==> src/rtl/loop_pin_sequencer.sv <==
// -----------------------------------------------------------------------------
// loop_pin_sequencer
//
// Drives the side-input enable pins of a chained and2/nand2 combinational-loop
// test structure through a single sweep. Step 0 closes the loop (all pins
// high); step s (1..NPIN) opens the loop at pin s-1 only. Each step waits
// SETTLE cycles for the loop to react, then counts toggles on the synchronized
// loop node for W cycles, then evaluates the count for one cycle.
//
// Optional feature macro: LOOP_PIN_SEQ_ABORT_EN
//   When defined, an extra 'abort' input cancels a sweep in progress, returns
//   to IDLE with the loop held open and clears all results (no done pulse).
//
// Ports:
//   clk         in   1      clock
//   rst         in   1      asynchronous active-high reset
//   abort       in   1      cancel sweep (only with LOOP_PIN_SEQ_ABORT_EN)
//   start       in   1      begin sweep; sampled in IDLE only
//   win_len     in   WIN_W  observation window length (0 treated as 1),
//                           sampled at start
//   obs         in   1      asynchronous loop node under observation
//   pin_out     out  NPIN   enable pins driven to the loop
//   busy        out  1      sweep in progress
//   done        out  1      one-cycle pulse at sweep end
//   osc_flag    out  1      loop oscillated with all pins closed (step 0)
//   break_mask  out  NPIN   bit k set when opening pin k stopped oscillation
//   toggle_cnt  out  WIN_W  toggles counted in step 0, saturating
//   state_dbg   out  3      current FSM state encoding (debug visibility)
//
// Handshake: start is a level sampled only while IDLE; a start seen in any
// other state is dropped, there is no ready/back-pressure.
// -----------------------------------------------------------------------------
module loop_pin_sequencer #(
   parameter int NPIN   = 9,
   parameter int WIN_W  = 8,
   parameter int SETTLE = 4
) (
   input  logic              clk,
   input  logic              rst,
`ifdef LOOP_PIN_SEQ_ABORT_EN
   input  logic              abort,
`endif
   input  logic              start,
   input  logic [WIN_W-1:0]  win_len,
   input  logic              obs,
   output logic [NPIN-1:0]   pin_out,
   output logic              busy,
   output logic              done,
   output logic              osc_flag,
   output logic [NPIN-1:0]   break_mask,
   output logic [WIN_W-1:0]  toggle_cnt,
   output logic [2:0]        state_dbg
);

   // Step index holds 0..NPIN; settle counter holds 0..SETTLE-1.
   localparam int S_W   = (NPIN < 2) ? 1 : $clog2(NPIN + 1);
   localparam int SET_W = (SETTLE < 2) ? 1 : $clog2(SETTLE);

   typedef enum logic [2:0] {
      ST_IDLE    = 3'd0,
      ST_SETTLE  = 3'd1,
      ST_OBSERVE = 3'd2,
      ST_EVAL    = 3'd3,
      ST_DONE    = 3'd4
   } state_t;

   state_t              state_q, state_d;
   logic [S_W-1:0]      s_q, s_d;
   logic [SET_W-1:0]    set_cnt_q, set_cnt_d;
   logic [WIN_W-1:0]    win_cnt_q, win_cnt_d;
   logic [WIN_W-1:0]    win_q, win_d;
   logic [WIN_W-1:0]    cnt_q, cnt_d;
   logic                osc_q, osc_d;
   logic [NPIN-1:0]     mask_q, mask_d;
   logic [WIN_W-1:0]    tcnt_q, tcnt_d;
   logic                sync1_q, sync1_d;
   logic                sync2_q, sync2_d;
   logic                prev_q, prev_d;
   logic                toggle;
   logic                abort_hit;

   assign toggle = (sync2_q != prev_q);

`ifdef LOOP_PIN_SEQ_ABORT_EN
   assign abort_hit = abort && ((state_q == ST_SETTLE) ||
                                (state_q == ST_OBSERVE) ||
                                (state_q == ST_EVAL));
`else
   assign abort_hit = 1'b0;
`endif

   // ---------------------------------------------------------------------------
   // Next-state / datapath
   // ---------------------------------------------------------------------------
   always_comb begin
      state_d   = state_q;
      s_d       = s_q;
      set_cnt_d = set_cnt_q;
      win_cnt_d = win_cnt_q;
      win_d     = win_q;
      cnt_d     = cnt_q;
      osc_d     = osc_q;
      mask_d    = mask_q;
      tcnt_d    = tcnt_q;
      sync1_d   = obs;
      sync2_d   = sync1_q;
      prev_d    = sync2_q;

      unique case (state_q)
         ST_IDLE: begin
            if (start) begin
               win_d     = (win_len == '0) ? WIN_W'(1) : win_len;
               osc_d     = 1'b0;
               mask_d    = '0;
               tcnt_d    = '0;
               cnt_d     = '0;
               s_d       = '0;
               set_cnt_d = '0;
               state_d   = ST_SETTLE;
            end
         end

         ST_SETTLE: begin
            if (set_cnt_q == SET_W'(SETTLE - 1)) begin
               win_cnt_d = '0;
               // Load prev with the value sync2 takes on this same edge, so the
               // first window cycle can never see a toggle.
               prev_d    = sync1_q;
               state_d   = ST_OBSERVE;
            end else begin
               set_cnt_d = set_cnt_q + 1'b1;
            end
         end

         ST_OBSERVE: begin
            if (toggle && (cnt_q != '1)) begin
               cnt_d = cnt_q + 1'b1;
            end
            if (win_cnt_q == (win_q - 1'b1)) begin
               state_d = ST_EVAL;
            end else begin
               win_cnt_d = win_cnt_q + 1'b1;
            end
         end

         ST_EVAL: begin
            if (s_q == '0) begin
               tcnt_d = cnt_q;
               osc_d  = (cnt_q >= WIN_W'(2));
            end else begin
               // Opening pin s-1 "breaks" the loop only if it was oscillating
               // with every pin closed and now stays quiet.
               for (int k = 0; k < NPIN; k++) begin
                  if (s_q == S_W'(k + 1)) begin
                     mask_d[k] = osc_q && (cnt_q < WIN_W'(2));
                  end
               end
            end
            cnt_d = '0;
            if (s_q == S_W'(NPIN)) begin
               state_d = ST_DONE;
            end else begin
               s_d       = s_q + 1'b1;
               set_cnt_d = '0;
               state_d   = ST_SETTLE;
            end
         end

         ST_DONE: begin
            state_d = ST_IDLE;
         end

         default: begin
            state_d = ST_IDLE;
         end
      endcase

      // Abort overrides any transition computed above.
      if (abort_hit) begin
         state_d = ST_IDLE;
         osc_d   = 1'b0;
         mask_d  = '0;
         tcnt_d  = '0;
         cnt_d   = '0;
      end
   end

   // ---------------------------------------------------------------------------
   // State registers
   // ---------------------------------------------------------------------------
   always_ff @(posedge clk or posedge rst) begin
      if (rst) begin
         state_q   <= ST_IDLE;
         s_q       <= '0;
         set_cnt_q <= '0;
         win_cnt_q <= '0;
         win_q     <= '0;
         cnt_q     <= '0;
         osc_q     <= 1'b0;
         mask_q    <= '0;
         tcnt_q    <= '0;
         sync1_q   <= 1'b0;
         sync2_q   <= 1'b0;
         prev_q    <= 1'b0;
      end else begin
         state_q   <= state_d;
         s_q       <= s_d;
         set_cnt_q <= set_cnt_d;
         win_cnt_q <= win_cnt_d;
         win_q     <= win_d;
         cnt_q     <= cnt_d;
         osc_q     <= osc_d;
         mask_q    <= mask_d;
         tcnt_q    <= tcnt_d;
         sync1_q   <= sync1_d;
         sync2_q   <= sync2_d;
         prev_q    <= prev_d;
      end
   end

   // ---------------------------------------------------------------------------
   // Outputs
   // ---------------------------------------------------------------------------
   always_comb begin
      pin_out = '0;
      busy    = 1'b0;
      done    = 1'b0;
      unique case (state_q)
         ST_SETTLE, ST_OBSERVE, ST_EVAL: begin
            busy = 1'b1;
            // Step 0 drives all ones; step s clears only bit s-1.
            for (int k = 0; k < NPIN; k++) begin
               pin_out[k] = (s_q != S_W'(k + 1));
            end
         end
         ST_DONE: begin
            done = 1'b1;
         end
         default: begin
            pin_out = '0;
         end
      endcase
   end

   assign osc_flag   = osc_q;
   assign break_mask = mask_q;
   assign toggle_cnt = tcnt_q;
   assign state_dbg  = state_q;

endmodule

==> config.mk <==
export PLATFORM = sky130hd
export DESIGN_NAME = loop_pin_sequencer
export DESIGN_NICKNAME = d
export VERILOG_FILES = /design/src/rtl/loop_pin_sequencer.sv
export SDC_FILE = /design/constraint.sdc
export NUM_CORES = 1
export LEC_CHECK = 0
export BUFFER_PORTS_ARGS = -buffer_cell sky130_fd_sc_hd__clkbuf_2
export CORE_ASPECT_RATIO = 1.25
export CORE_MARGIN = 10
export CORE_UTILIZATION = 44
export CTS_CLUSTER_SIZE = 8
export DETAILED_ROUTE_END_ITERATION = 10
export PLACE_DENSITY_LB_ADDON = 0.08
export SETUP_SLACK_MARGIN = 0.3
export SLEW_MARGIN = 20
export SYNTH_ARGS = -nofsm -noshare
export SYNTH_HDL_FRONTEND = slang
export SYNTH_SLANG_ARGS = --single-unit
export TNS_END_PERCENT = 20
==> constraint.sdc <==
create_clock -name clk -period 3.8 [get_ports clk]
set_clock_uncertainty 0.05 [all_clocks]
set_input_delay 0.19 -clock clk [delete_from_list [all_inputs] [get_ports clk]]
set_output_delay 0.19 -clock clk [all_outputs]
set_load 0.005 [all_outputs]
==> results.py <==
metrics = {
    "final_layout": {
        "fin_cells": 435,
        "syn_to_final_growth_pct": 13.2,
        "fin_nets": 368,
        "num_antenna_cells": 0,
        "drive_gt1_share_pct": 21.0,
    },
    "route": {
        "vias": 2333,
        "drc": 0,
        "routedWlPerCell_um": 15.9,
        "viasPerCell": 5.36,
        "dr.pass1.iters": 5,
        "antenna_left": 0,
        "routed_wirelength_um": 6910,
        "drt-initial-drc-count": 126,
    },
    "synthesis": {
        "syn-num-nets": 328,
        "syn_area_per_cell_um2": 9.57,
        "synth_ff_type": "dfrtp_1",
        "ys_seq_area_share_pct": 46.0,
        "synth.distinct_cells": 46,
        "async_flop_share_pct": 100,
        "synth_edf_count": 0,
        "ys_ff_latch": 54,
        "syn_inst": 307,
        "yosys_warnings": 0,
        "syn_area_um2": 2940,
    },
    "setup_path": {
        "reg2reg_setup_slack_ps": 1530,
        "reg2reg_from": "state_dbg[1]",
        "critPathKind": "flop to flop",
        "crit_chain": "nand2_1 > nor2_1 > and3_1 > nor2_1 > a22o_1",
        "end_kind": "flop",
        "cp-start-kind": "flop",
        "crit_required_ps": 3960,
        "slowest_delay_ps": 570,
        "crit_top_cell": "nor2_1",
        "r2r_end": "toggle_cnt[7]",
        "cp_slowest_cell": "and3_1",
        "cp_max_fo": 15,
        "worstPathArrival_ps": 2430,
        "ff2ff_path_depth": 5,
    },
    "floorplan": {
        "dieArea_um2": 10400,
        "core-area_um2": 6520,
        "die_h_um": 111,
        "initial_core_util_pct": 45.0,
        "die_w_um": 93.1,
        "core.rowCount": 33,
        "ios": 44,
    },
    "timing": {
        "worst_slew_pin_slew_ps": 687,
        "finalSetupTns_ps": 0,
        "min_period_ps": 2270,
        "holdWs_ps": 27.2,
        "rsz0062_at_grt": "no",
        "slew_violations": 0,
        "slew_headroom_pct": 54.0,
        "setup_viol": 0,
        "fmax_mhz": 440,
        "period_share_pct": 59.8,
        "hold_viol_final": 0,
    },
    "min_path": {
        "hold_end": "win_q[5]",
        "hold_depth": 3,
        "holdCritPathClass": "input pin to flop",
        "hold_start": "win_len[5]",
    },
    "clocking": {
        "numClockSinks": 54,
        "cts-resized-gates": 0,
        "clkLatencyLatePin_ps": 320,
        "cts_made_buffers": 5,
        "clockBufferDepth": 2,
        "cts-root-buf": "clkbuf_8",
        "cts_tree": "built",
        "htreeDepth": 2,
        "clk_pin_slew_ps": 100,
    },
    "global_routing": {
        "grt_pass1_wl_um": 12000,
        "overflow": 0,
        "antenna_found_initial": 0,
        "grt_max_degree": 33,
        "first_global_vias": 2434,
        "track_usage_pct": 13.9,
    },
    "placed_design": {
        "gp_congestion": 0.855,
        "numPlacedInstances": 425,
        "portBuffers": 43,
        "place_hpwl_um": 5120,
    },
    "pwr": {
        "powerDensity_nw_per_um2": 606,
        "leakage_nw": 1.61,
        "ir_drop_v": 0.000230,
    },
    "job": {
        "drv_cap": 0,
    },
    "outcome": {
        "outcome": "finished, final reports clean",
    },
}
what timing repair did:
item                       4_1_cts  5_1_grt
setup endpoints to repair        0        0
buffers inserted                 0        0
hold buffers                     2        0
hold endpoints to repair        23        0
final cells by class:
cell class	instances	area, um^2
Fill cell	655	3200
Multi-Input combinational cell	227	1480
Sequential cell	54	1350
Timing Repair Buffer	47	250
Tap cell	87	109
Clock buffer	5	68.8
Inverter	12	45.0
Clock inverter	3	25.0
metal layers:
metal	vias to the layer above	wire length, um	track usage [%]
li1	1163	-	-
met1	1129	3150	17.9
met2	33	3460	22.3
met3	8	205	3.49
met4	0	92	4.12
met5	-	0	0
metrics by stage:
| step | worst slack, ps | util [%] | cell area, um^2 | power [W] |
|---|---|---|---|---|
| 2_1_floorplan | 1850 | - | 2940 | 0.00145 |
| 3_3_place_gp | 1640 | 49.2 | 3210 | 0.00169 |
| 3_5_place_dp | 1590 | 49.2 | 3210 | 0.00169 |
| 4_1_cts | 1560 | 51.0 | 3330 | 0.00204 |
| 5_1_grt | 1310 | 51.0 | 3330 | 0.00219 |
| 6_report | 1530 | 51.0 | 3330 | 0.00202 |
worst max-delay path: cells and delay by family (launching register included):
kind,cells,cell delay [ps]
and+or+nand+nor,4,1330
AOI/OAI and AO/OA,1,230
DFF,1,550
layout by cell type (no fill, tap or decap), drive strengths merged, types with 2 or more instances in the layout:
master,netlist,final
a21oi,21,21
a22o,8,8
a31oi,3,3
and2,4,4
and3,4,4
buf,4,2
clkbuf,10,48
dfrtp,54,54
dlygate4sd3,0,2
ha,9,9
inv,12,13
mux2,8,8
mux2i,7,7
nand2,40,40
nand2b,3,3
nand3,12,12
nand3b,2,2
nand4,11,11
nor2,27,27
nor3,6,6
nor4,4,4
o2111ai,2,2
o211ai,4,4
o21ai,15,15
or2,3,3
or4,2,2
xnor2,7,7
xor2,13,13
logic make-up after synthesis:
logic type	after synthesis	share of synthesized area [%]
mux	15	5.45
buf+inv	26	3.75
compound gates	60	13.3
simple gates	123	21.7
xor+xnor	20	5.96
flops	54	46.0
fa+ha+maj	9	3.83
state kept, by name (all words and copies together) (netlist names), 2 cells and up:
register    count
set_cnt_q       2
toggle_cnt      8
break_mask      9
state_dbg       3
cnt_q           8
win_cnt_q       8
win_q           8
s_q             4
cell usage after synthesis, drive strengths merged, types with 3 or more instances:
master / n / area, um^2
xor2: 13 / 114
o211ai: 4 / 30.0
nand4: 11 / 75.1
a21oi: 21 / 105
mux2: 8 / 90.1
nor4: 4 / 46.3
clkbuf: 10 / 38.8
nand2b: 3 / 18.8
or2: 3 / 18.8
nor3: 6 / 30.0
mux2i: 7 / 70.1
dfrtp: 54 / 1350
nand2: 40 / 150
a22o: 8 / 70.1
and2: 4 / 25.0
nand3: 12 / 60.1
buf: 4 / 26.3
xnor2: 7 / 61.3
a31oi: 3 / 18.8
o21ai: 15 / 75.1
ha: 9 / 113
and3: 4 / 25.0
nor2: 27 / 104
inv: 12 / 45.0
power breakdown:
group          total [W]  internal, W  switching, W
registers       0.000818     0.000670      0.000147
logic           0.000862     0.000349      0.000513
clock network   0.000337     0.000133      0.000203
how the worst max path moves through the flow:
stage                    endpoint    startpoint  cells past startpoint
floorplan            win_cnt_q[0]      win_q[0]                      7
global placement    toggle_cnt[7]  state_dbg[1]                      5
detailed placement  toggle_cnt[0]  state_dbg[1]                      5
CTS                 toggle_cnt[2]  state_dbg[1]                      5
global route        toggle_cnt[7]  state_dbg[1]                      5
finish              toggle_cnt[7]  state_dbg[1]                      5
(Power assumes the default switching activity.)
